File: src/rtl/motion_code_sequencer_pkg.sv
// motion_pkg: motion codes, button patterns, decode and reversal helpers, FSM states
package motion_pkg;

    typedef enum logic [2:0] {
        STOP    = 3'd0,
        FORWARD = 3'd1,
        REVERSE = 3'd2,
        RIGHT1X = 3'd3,
        RIGHT2X = 3'd4,
        LEFT1X  = 3'd5,
        LEFT2X  = 3'd6
    } motion_t;

    typedef enum logic {
        TRACK = 1'b0,
        GUARD = 1'b1
    } state_t;

    // debounced button patterns, ordered {LEFT,UP,RIGHT,DOWN}
    localparam logic [3:0] BTN_NONE   = 4'b0000;
    localparam logic [3:0] BTN_FWD    = 4'b1010;
    localparam logic [3:0] BTN_REV    = 4'b0101;
    localparam logic [3:0] BTN_SPIN_R = 4'b1001;
    localparam logic [3:0] BTN_SPIN_L = 4'b0110;

    function automatic logic is_reversal(motion_t cur, motion_t tgt);
        return (cur == FORWARD && tgt == REVERSE) || (cur == REVERSE && tgt == FORWARD) ||
               (cur == RIGHT2X && tgt == LEFT2X)  || (cur == LEFT2X  && tgt == RIGHT2X);
    endfunction

    // per wheel: forward only, reverse only, or stopped (none or both pressed)
    function automatic motion_t decode(logic [3:0] db);
        logic lf, lr, rf, rr, ls, rs;
        lf = db[3] & ~db[2];
        lr = db[2] & ~db[3];
        rf = db[1] & ~db[0];
        rr = db[0] & ~db[1];
        ls = ~(lf | lr);
        rs = ~(rf | rr);
        return (lf & rf) ? FORWARD :
               (lr & rr) ? REVERSE :
               (lf & rr) ? RIGHT2X :
               (lr & rf) ? LEFT2X  :
               ((lf & rs) | (ls & rr)) ? RIGHT1X :
               ((lr & rs) | (ls & rf)) ? LEFT1X  : STOP;
    endfunction

endpackage

File: src/rtl/motion_code_sequencer_if.sv
// motion_code_sequencer_if: motion code valid/ready handshake plus debounced button LEDs
interface motion_code_sequencer_if #(
    parameter int CODE_W = 3
);
    logic [CODE_W-1:0] Code;
    logic              CODE_VALID;
    logic              CODE_READY;
    logic [3:0]        BTN_DB;

    modport master (output Code, CODE_VALID, BTN_DB, input CODE_READY);
    modport slave  (input Code, CODE_VALID, BTN_DB, output CODE_READY);
endinterface

File: src/rtl/motion_code_sequencer_btn_debounce.sv
// btn_debounce: single-button debouncer; optional 2-flop synchronizer under BTN_SYNC_EN
module btn_debounce #(
    parameter int DEBOUNCE_CYCLES = 500000
) (
    input  logic CLK,
    input  logic RESET_N,
    input  logic raw,
    output logic db
);
    localparam int CW = $clog2(DEBOUNCE_CYCLES + 1);

    logic          s;
    logic [CW-1:0] cnt;

`ifdef BTN_SYNC_EN
    logic [1:0] sync;

    // bring the asynchronous button into the clock domain
    always_ff @(posedge CLK) begin
        if (!RESET_N) sync <= '0;
        else          sync <= {sync[0], raw};
    end

    assign s = sync[1];
`else
    assign s = raw;
`endif

    // count consecutive mismatching cycles; flip the output once the input has held long enough
    always_ff @(posedge CLK) begin
        if (!RESET_N) begin
            cnt <= '0;
            db  <= 1'b0;
        end else if (s != db) begin
            cnt <= (cnt == CW'(DEBOUNCE_CYCLES - 1)) ? '0 : cnt + 1'b1;
            db  <= (cnt == CW'(DEBOUNCE_CYCLES - 1)) ? s : db;
        end else begin
            cnt <= '0;
        end
    end
endmodule

File: src/rtl/motion_code_sequencer.sv
// motion_code_sequencer: debounced buttons -> motion code with reversal STOP guard and valid/ready output
// Define BTN_SYNC_EN to add a 2-flop synchronizer on each raw button.
module motion_code_sequencer
    import motion_pkg::*;
#(
    parameter int DEBOUNCE_CYCLES  = 500000,
    parameter int STOP_HOLD_CYCLES = 1000000,
    parameter int CODE_W           = 3
) (
    input  logic                     CLK,
    input  logic                     RESET_N,
    input  logic                     BTN_LEFT,
    input  logic                     BTN_UP,
    input  logic                     BTN_RIGHT,
    input  logic                     BTN_DOWN,
    motion_code_sequencer_if.master  bus
);
    localparam int HW = $clog2(STOP_HOLD_CYCLES + 1);

    logic [3:0]    raw, db;
    motion_t       target, code, code_nxt;
    state_t        state, state_nxt;
    logic [HW-1:0] hold, hold_nxt;
    logic          valid, rev;

    assign raw = {BTN_LEFT, BTN_UP, BTN_RIGHT, BTN_DOWN};

    genvar i;
    generate
        for (i = 0; i < 4; i++) begin : g_db
            btn_debounce #(.DEBOUNCE_CYCLES(DEBOUNCE_CYCLES)) u_db (
                .CLK    (CLK),
                .RESET_N(RESET_N),
                .raw    (raw[i]),
                .db     (db[i])
            );
        end
    endgenerate

    assign target = decode(db);
    assign rev    = is_reversal(code, target);

    // FSM state register
    always_ff @(posedge CLK) begin
        if (!RESET_N) state <= TRACK;
        else          state <= state_nxt;
    end

    // enter GUARD on a reversal, leave when the hold counter has run out
    always_comb begin
        state_nxt = (state == TRACK) ? (rev ? GUARD : TRACK) : (hold == '0 ? TRACK : GUARD);
    end

    // next code and hold count; GUARD pins STOP and ignores target until the count expires
    always_comb begin
        code_nxt = (state == GUARD) ? (hold == '0 ? target : STOP) : (rev ? STOP : target);
        hold_nxt = (state == GUARD) ? (hold == '0 ? hold : hold - 1'b1)
                                    : (rev ? HW'(STOP_HOLD_CYCLES - 1) : hold);
    end

    // code/hold registers and valid flag; a change always wins over a same-cycle acceptance
    always_ff @(posedge CLK) begin
        if (!RESET_N) begin
            code  <= STOP;
            hold  <= '0;
            valid <= 1'b0;
        end else begin
            code  <= code_nxt;
            hold  <= hold_nxt;
            valid <= (code_nxt != code) | (valid & ~bus.CODE_READY);
        end
    end

    assign bus.Code       = CODE_W'(code);
    assign bus.CODE_VALID = valid;
    assign bus.BTN_DB     = db;
endmodule

File: src/flat_wrapper.sv
// flat-port wrapper written by rule: the top's interface ports become plain ports
module motion_code_sequencer_flat import motion_pkg::*;
#(
    parameter int DEBOUNCE_CYCLES  = 500000,
    parameter int STOP_HOLD_CYCLES = 1000000,
    parameter int CODE_W           = 3
)
  (CLK, RESET_N, BTN_LEFT, BTN_UP, BTN_RIGHT, BTN_DOWN, bus_Code, bus_CODE_VALID, bus_BTN_DB, bus_CODE_READY);
  motion_code_sequencer_if #(.CODE_W(CODE_W)) bus_i ();
  input  logic CLK;
  input  logic RESET_N;
  input  logic BTN_LEFT;
  input  logic BTN_UP;
  input  logic BTN_RIGHT;
  input  logic BTN_DOWN;
  output wire logic [$bits(bus_i.Code)-1:0] bus_Code;
  output wire logic [$bits(bus_i.CODE_VALID)-1:0] bus_CODE_VALID;
  output wire logic [$bits(bus_i.BTN_DB)-1:0] bus_BTN_DB;
  input wire logic [$bits(bus_i.CODE_READY)-1:0] bus_CODE_READY;
  assign bus_Code = bus_i.Code;
  assign bus_CODE_VALID = bus_i.CODE_VALID;
  assign bus_BTN_DB = bus_i.BTN_DB;
  assign bus_i.CODE_READY = bus_CODE_READY;
  motion_code_sequencer #(.DEBOUNCE_CYCLES(DEBOUNCE_CYCLES), .STOP_HOLD_CYCLES(STOP_HOLD_CYCLES), .CODE_W(CODE_W)) u_core (.CLK(CLK), .RESET_N(RESET_N), .BTN_LEFT(BTN_LEFT), .BTN_UP(BTN_UP), .BTN_RIGHT(BTN_RIGHT), .BTN_DOWN(BTN_DOWN), .bus(bus_i));
endmodule
File: config.mk
export PLATFORM = sky130hd
export DESIGN_NAME = motion_code_sequencer_flat
export DESIGN_NICKNAME = d
export VERILOG_FILES = /design/src/rtl/motion_code_sequencer_pkg.sv /design/src/rtl/motion_code_sequencer_if.sv /design/src/rtl/motion_code_sequencer_btn_debounce.sv /design/src/rtl/motion_code_sequencer.sv /design/src/flat_wrapper.sv
export SDC_FILE = /design/constraint.sdc
export NUM_CORES = 1
export LEC_CHECK = 0
export ABC_AREA = 1
export ABC_CLOCK_PERIOD_IN_PS = 2100
export BUFFER_PORTS_ARGS = -buffer_cell sky130_fd_sc_hd__buf_2
export CELL_PAD_IN_SITES_DETAIL_PLACEMENT = 0
export CELL_PAD_IN_SITES_GLOBAL_PLACEMENT = 2
export CORE_ASPECT_RATIO = 1.5
export CORE_MARGIN = 3
export CORE_UTILIZATION = 33
export CTS_CLUSTER_DIAMETER = 200
export DETAILED_ROUTE_END_ITERATION = 8
export MAX_ROUTING_LAYER = met4
export PLACE_DENSITY = 0.84
export SLEW_MARGIN = 20
export SYNTH_ARGS = -nofsm -noshare
export SYNTH_HDL_FRONTEND = slang
export SYNTH_SLANG_ARGS = --single-unit
export TNS_END_PERCENT = 10
File: constraint.sdc
create_clock -name CLK -period 2.1 [get_ports CLK]
set_clock_uncertainty 0.1 [all_clocks]
set_input_delay 0.63 -clock CLK [delete_from_list [all_inputs] [get_ports CLK]]
set_output_delay 0.63 -clock CLK [all_outputs]
set_load 0.02 [all_outputs]
==> run summary <==
• sky130_fd_sc_hd__nand2_1, sky130_fd_sc_hd__inv_1, sky130_fd_sc_hd__dfxtp_1 — most common library cells after synthesis
• 21.67% — fraction of final layout cells with drive strength greater than 1
• 4,713 — vias in the first global route
• sky130_fd_sc_hd__dfxtp_1 — cell type with the largest total area after synthesis
• 73.90% — Slew HR
• flop — Crit. End Element
• 0 — setup violators final
• 0.3884 ns — Slew @ Worst Pin
• 2.556 nW — leakage power total
• reg2reg — Crit Path Class
• 20.32 mm — global-route wire length before repair
• 0.0003291 V — Max IR drop VDD
• u_core.bus.CODE_VALID — capturing element of the worst setup path
• 135 — initial DRC count
• 17 — depth of the most critical reg-to-reg path
• done — clock tree from TritonCTS
• 2.24 ns — required time worst endpoint
• yes — setup repair after global routing missed its margin
• 0 — post-detailed-route count of antenna-violating nets
• 0.03 ns — reg-to-reg setup timing slack
• 0.002882 mm² — multi-input gate area in the final layout
• flop — startpoint class of the critical path
• 11.69 mm — total wire length
• 0 — number of violations of the max-capacitance limit
• 0.8523 — GP Congestion
• 800 — nets@finish
• 2.068 ns — Final Critical Period
• 5 — Max FO, Critical Path
• 0.005788 mm² — instance area after placement
• 0% — async set-reset flop share out of synthesis
• sky130_fd_sc_hd__dfxtp_1, sky130_fd_sc_hd__nand2_1, sky130_fd_sc_hd__inv_1, sky130_fd_sc_hd__nor2_1, sky130_fd_sc_hd__a21oi_1 — main area contributors after synthesis
• 105 — Clock Sink Count
• 40.23% — area share of the leading cell type in the synthesized netlist
• 1,610 — count of fill cells added during filler insertion
• 0 — DRC errors left
• 98.48% — final critical-path share of the clock period
• 0.01741 mm² — total die area
• 0 — Overflow after GRT
• 0.005225 mm² — post-synthesis instance area
• 593.1 mW/mm² — power density of the placed cells
• 105 — Seq cells post-synth
• u_core.g_db[3].u_db.db — worst reg2reg startpoint
• 3 — H-tree level count
• 14 — number of port buffers
• 4,704 — total number of vias
• 4 — count of TritonRoute iterations in the first routing pass
• u_core.g_db[3].u_db.db — first element of the critical path
• 8.848 mm — placed wire-length estimate after detailed placement
• 9 — number of buffers inserted during clock tree synthesis
• 0 — number of antenna diodes
• 0.002113 mm² — storage element area
• 0 — final hold violation count
• 55 — Site Rows
• 0.35 ns — latest clock arrival within the worst-skew pair
• 0.08 ns — CTS clk-pin slew, worst paths
• 0 — final-report max-slew violation count
• 19 — maximum number of pins on one net before global-route repair
• 0.03189 ns — post-layout worst setup margin
• 0 — count of flip-flops with a built-in enable after synthesis
• 4.761 — Via density
• completed — result of the run
• 2.709% — met3 Use GR
• 160.1 µm — die extent in y
• reg2reg — Min-Delay Path Class
• 483.5 MHz — FMAX
• 0 — YS warnings
• sky130_fd_sc_hd__nand2_1 — count leader, synth
• 26.11% — met2 global-route usage
• 108.7 µm — Die Width
• 15.42% — met1 Use GR
• u_core.bus.CODE_VALID — destination of the worst register-to-register timing path
• 22.65% — relative area change from synthesis to final layout
• 11.83 µm — average detailed-routed wire length per instance
• 2 — Clock Path Buffers
• 7.237 µm² — mean instance size in the synthesized netlist
• -0.1905 ns — pre-CTS setup slack
• 722 — instance count of the mapped netlist
• sky130_fd_sc_hd__dfxtp_1 — primary flip-flop cell chosen by synthesis mapping
• 738 — Net Count, Synth
• 40.23% — Seq/Total Area, Yosys
• sky130_fd_sc_hd__clkbuf_16 — cell chosen for the clock root
• 39 — number of different library cells in the post-synthesis netlist
• 0 — number of antenna violations at the first check in global routing
• 15 — number of top-level design ports
• met2 — global route hottest layer
• 34.20% — initial core utilization
• 0.01528 mm² — core area
• 14.60% — Total Routing Usage GR
• 0.006409 mm² — post-route design area
• 2.21 ns — crit path DAT
-- flip-flops by register name, summed over array words and instances, names as in the netlist --
register,cells
u_core.bus.CODE_VALID,1
u_core.bus.Code,3
u_core.g_db.u_db.cnt,76
u_core.g_db.u_db.db,4
u_core.hold,20
u_core.state,1
-- cell usage in the layout (no fill, tap or decap), drive strengths merged --
cell type | Yosys | routed
or2 | 7 | 7
bufinv | 0 | 1
buf | 10 | 62
o21ai | 29 | 29
nor3 | 33 | 33
ha | 9 | 9
a31oi | 3 | 3
nand4 | 15 | 15
nor3b | 6 | 6
nand3b | 2 | 2
o31ai | 1 | 1
xnor2 | 11 | 11
dfxtp | 105 | 105
nand2 | 121 | 122
clkinv | 0 | 3
inv | 110 | 111
a21oi | 59 | 59
o21a | 3 | 3
a211oi | 2 | 2
nand3 | 44 | 44
and3 | 1 | 1
nor4 | 18 | 18
clkbuf | 2 | 9
clkinvlp | 0 | 2
xor2 | 17 | 17
o21bai | 3 | 3
nor2 | 111 | 111
-- power breakdown --
part	switching (W)	leakage, nW	internal (W)	total (W)
clock network	0.000773	0.144	0.000935	0.00171
logic	0.0000563	1.56	0.0000353	0.0000916
registers	0.00000492	0.850	0.00200	0.00200
total	0.000834	2.56	0.00297	0.00380
-- kinds of logic after synthesis --
group / Yosys count / synth area share (%)
and+or+nand+nor: 358 / 33.36
buffers and inverters: 122 / 9.411
DFF: 105 / 40.23
AOI/OAI and AO/OA: 100 / 10.15
xor gates and xnor gates: 28 / 4.693
adders and majority gates: 9 / 2.155
-- worst min path at each step --
stage | from | endpoint | slack, ns | cells after the start
finish | u_core.g_db[0].u_db.cnt[0] | u_core.g_db[0].u_db.cnt[0] | 0.32 | 1
global route | u_core.g_db[0].u_db.cnt[0] | u_core.g_db[0].u_db.cnt[0] | 0.34 | 1
CTS | u_core.g_db[1].u_db.cnt[0] | u_core.g_db[1].u_db.cnt[0] | 0.35 | 1
detailed placement | u_core.g_db[1].u_db.cnt[0] | u_core.g_db[1].u_db.cnt[0] | 0.34 | 1
global placement | u_core.g_db[1].u_db.cnt[0] | u_core.g_db[1].u_db.cnt[0] | 0.33 | 1
floorplan | u_core.g_db[0].u_db.cnt[0] | u_core.g_db[0].u_db.cnt[0] | 0.32 | 1
-- final cells by class --
type,count,share of cell area [%]
clock inverters,7,1.230
well taps,199,3.885
flip-flops and latches,105,32.98
repair buffers,62,6.950
inverters,110,6.482
clock buffers,9,3.514
multi-input cells,496,44.96
-- stage by stage --
step / cells / power, W / hold slack, ns / util, % / setup TNS, ns
3_3_place_gp: 966 / 0.002135 / 0.3285 / 37.89 / -1.308
6_report: 988 / 0.003801 / 0.3196 / 41.95 / 0
2_1_floorplan: 722 / 0.002097 / 0.3175 / - / 0
3_5_place_dp: 966 / 0.002138 / 0.3431 / 37.89 / -1.938
5_1_grt: 988 / 0.003960 / 0.3428 / 41.95 / -1.693
4_1_cts: 985 / 0.003878 / 0.3542 / 40.89 / -0.006509
-- timing repair --
item	in CTS	in global routing
endpoints found under the setup margin	18	45
pin swaps	11	13
cloned	1	0
buffers inserted	2	3
hold buffers	0	0
gates resized for setup	34	41
-- routing by layer --
| metal | share of wire [%] | wire length [µm] |
|---|---|---|
| met5 | 0 | 0 |
| met4 | 2.6 | 305 |
| met1 | 41 | 4787 |
| met2 | 54 | 6274 |
| met3 | 2.8 | 323 |
-- worst max-delay path: stages (launching register included) --
cell                      delay [ns]
sky130_fd_sc_hd__dfxtp_2        0.32
sky130_fd_sc_hd__buf_4          0.14
sky130_fd_sc_hd__ha_4           0.16
sky130_fd_sc_hd__nand2_2        0.07
sky130_fd_sc_hd__nand2_1        0.06
sky130_fd_sc_hd__inv_2          0.06
sky130_fd_sc_hd__nand2_2        0.05
sky130_fd_sc_hd__a21oi_2        0.15
sky130_fd_sc_hd__nand3_1        0.10
sky130_fd_sc_hd__nand2_2        0.09
sky130_fd_sc_hd__nand3_4        0.14
sky130_fd_sc_hd__buf_6          0.18
sky130_fd_sc_hd__nand3_2        0.06
sky130_fd_sc_hd__nand2_1        0.05
sky130_fd_sc_hd__nand2_1        0.06
sky130_fd_sc_hd__nand2_1        0.05
sky130_fd_sc_hd__nor2_1         0.08
sky130_fd_sc_hd__nor2_1         0.04
No activity file was read; power rests on OpenSTA's default activity.
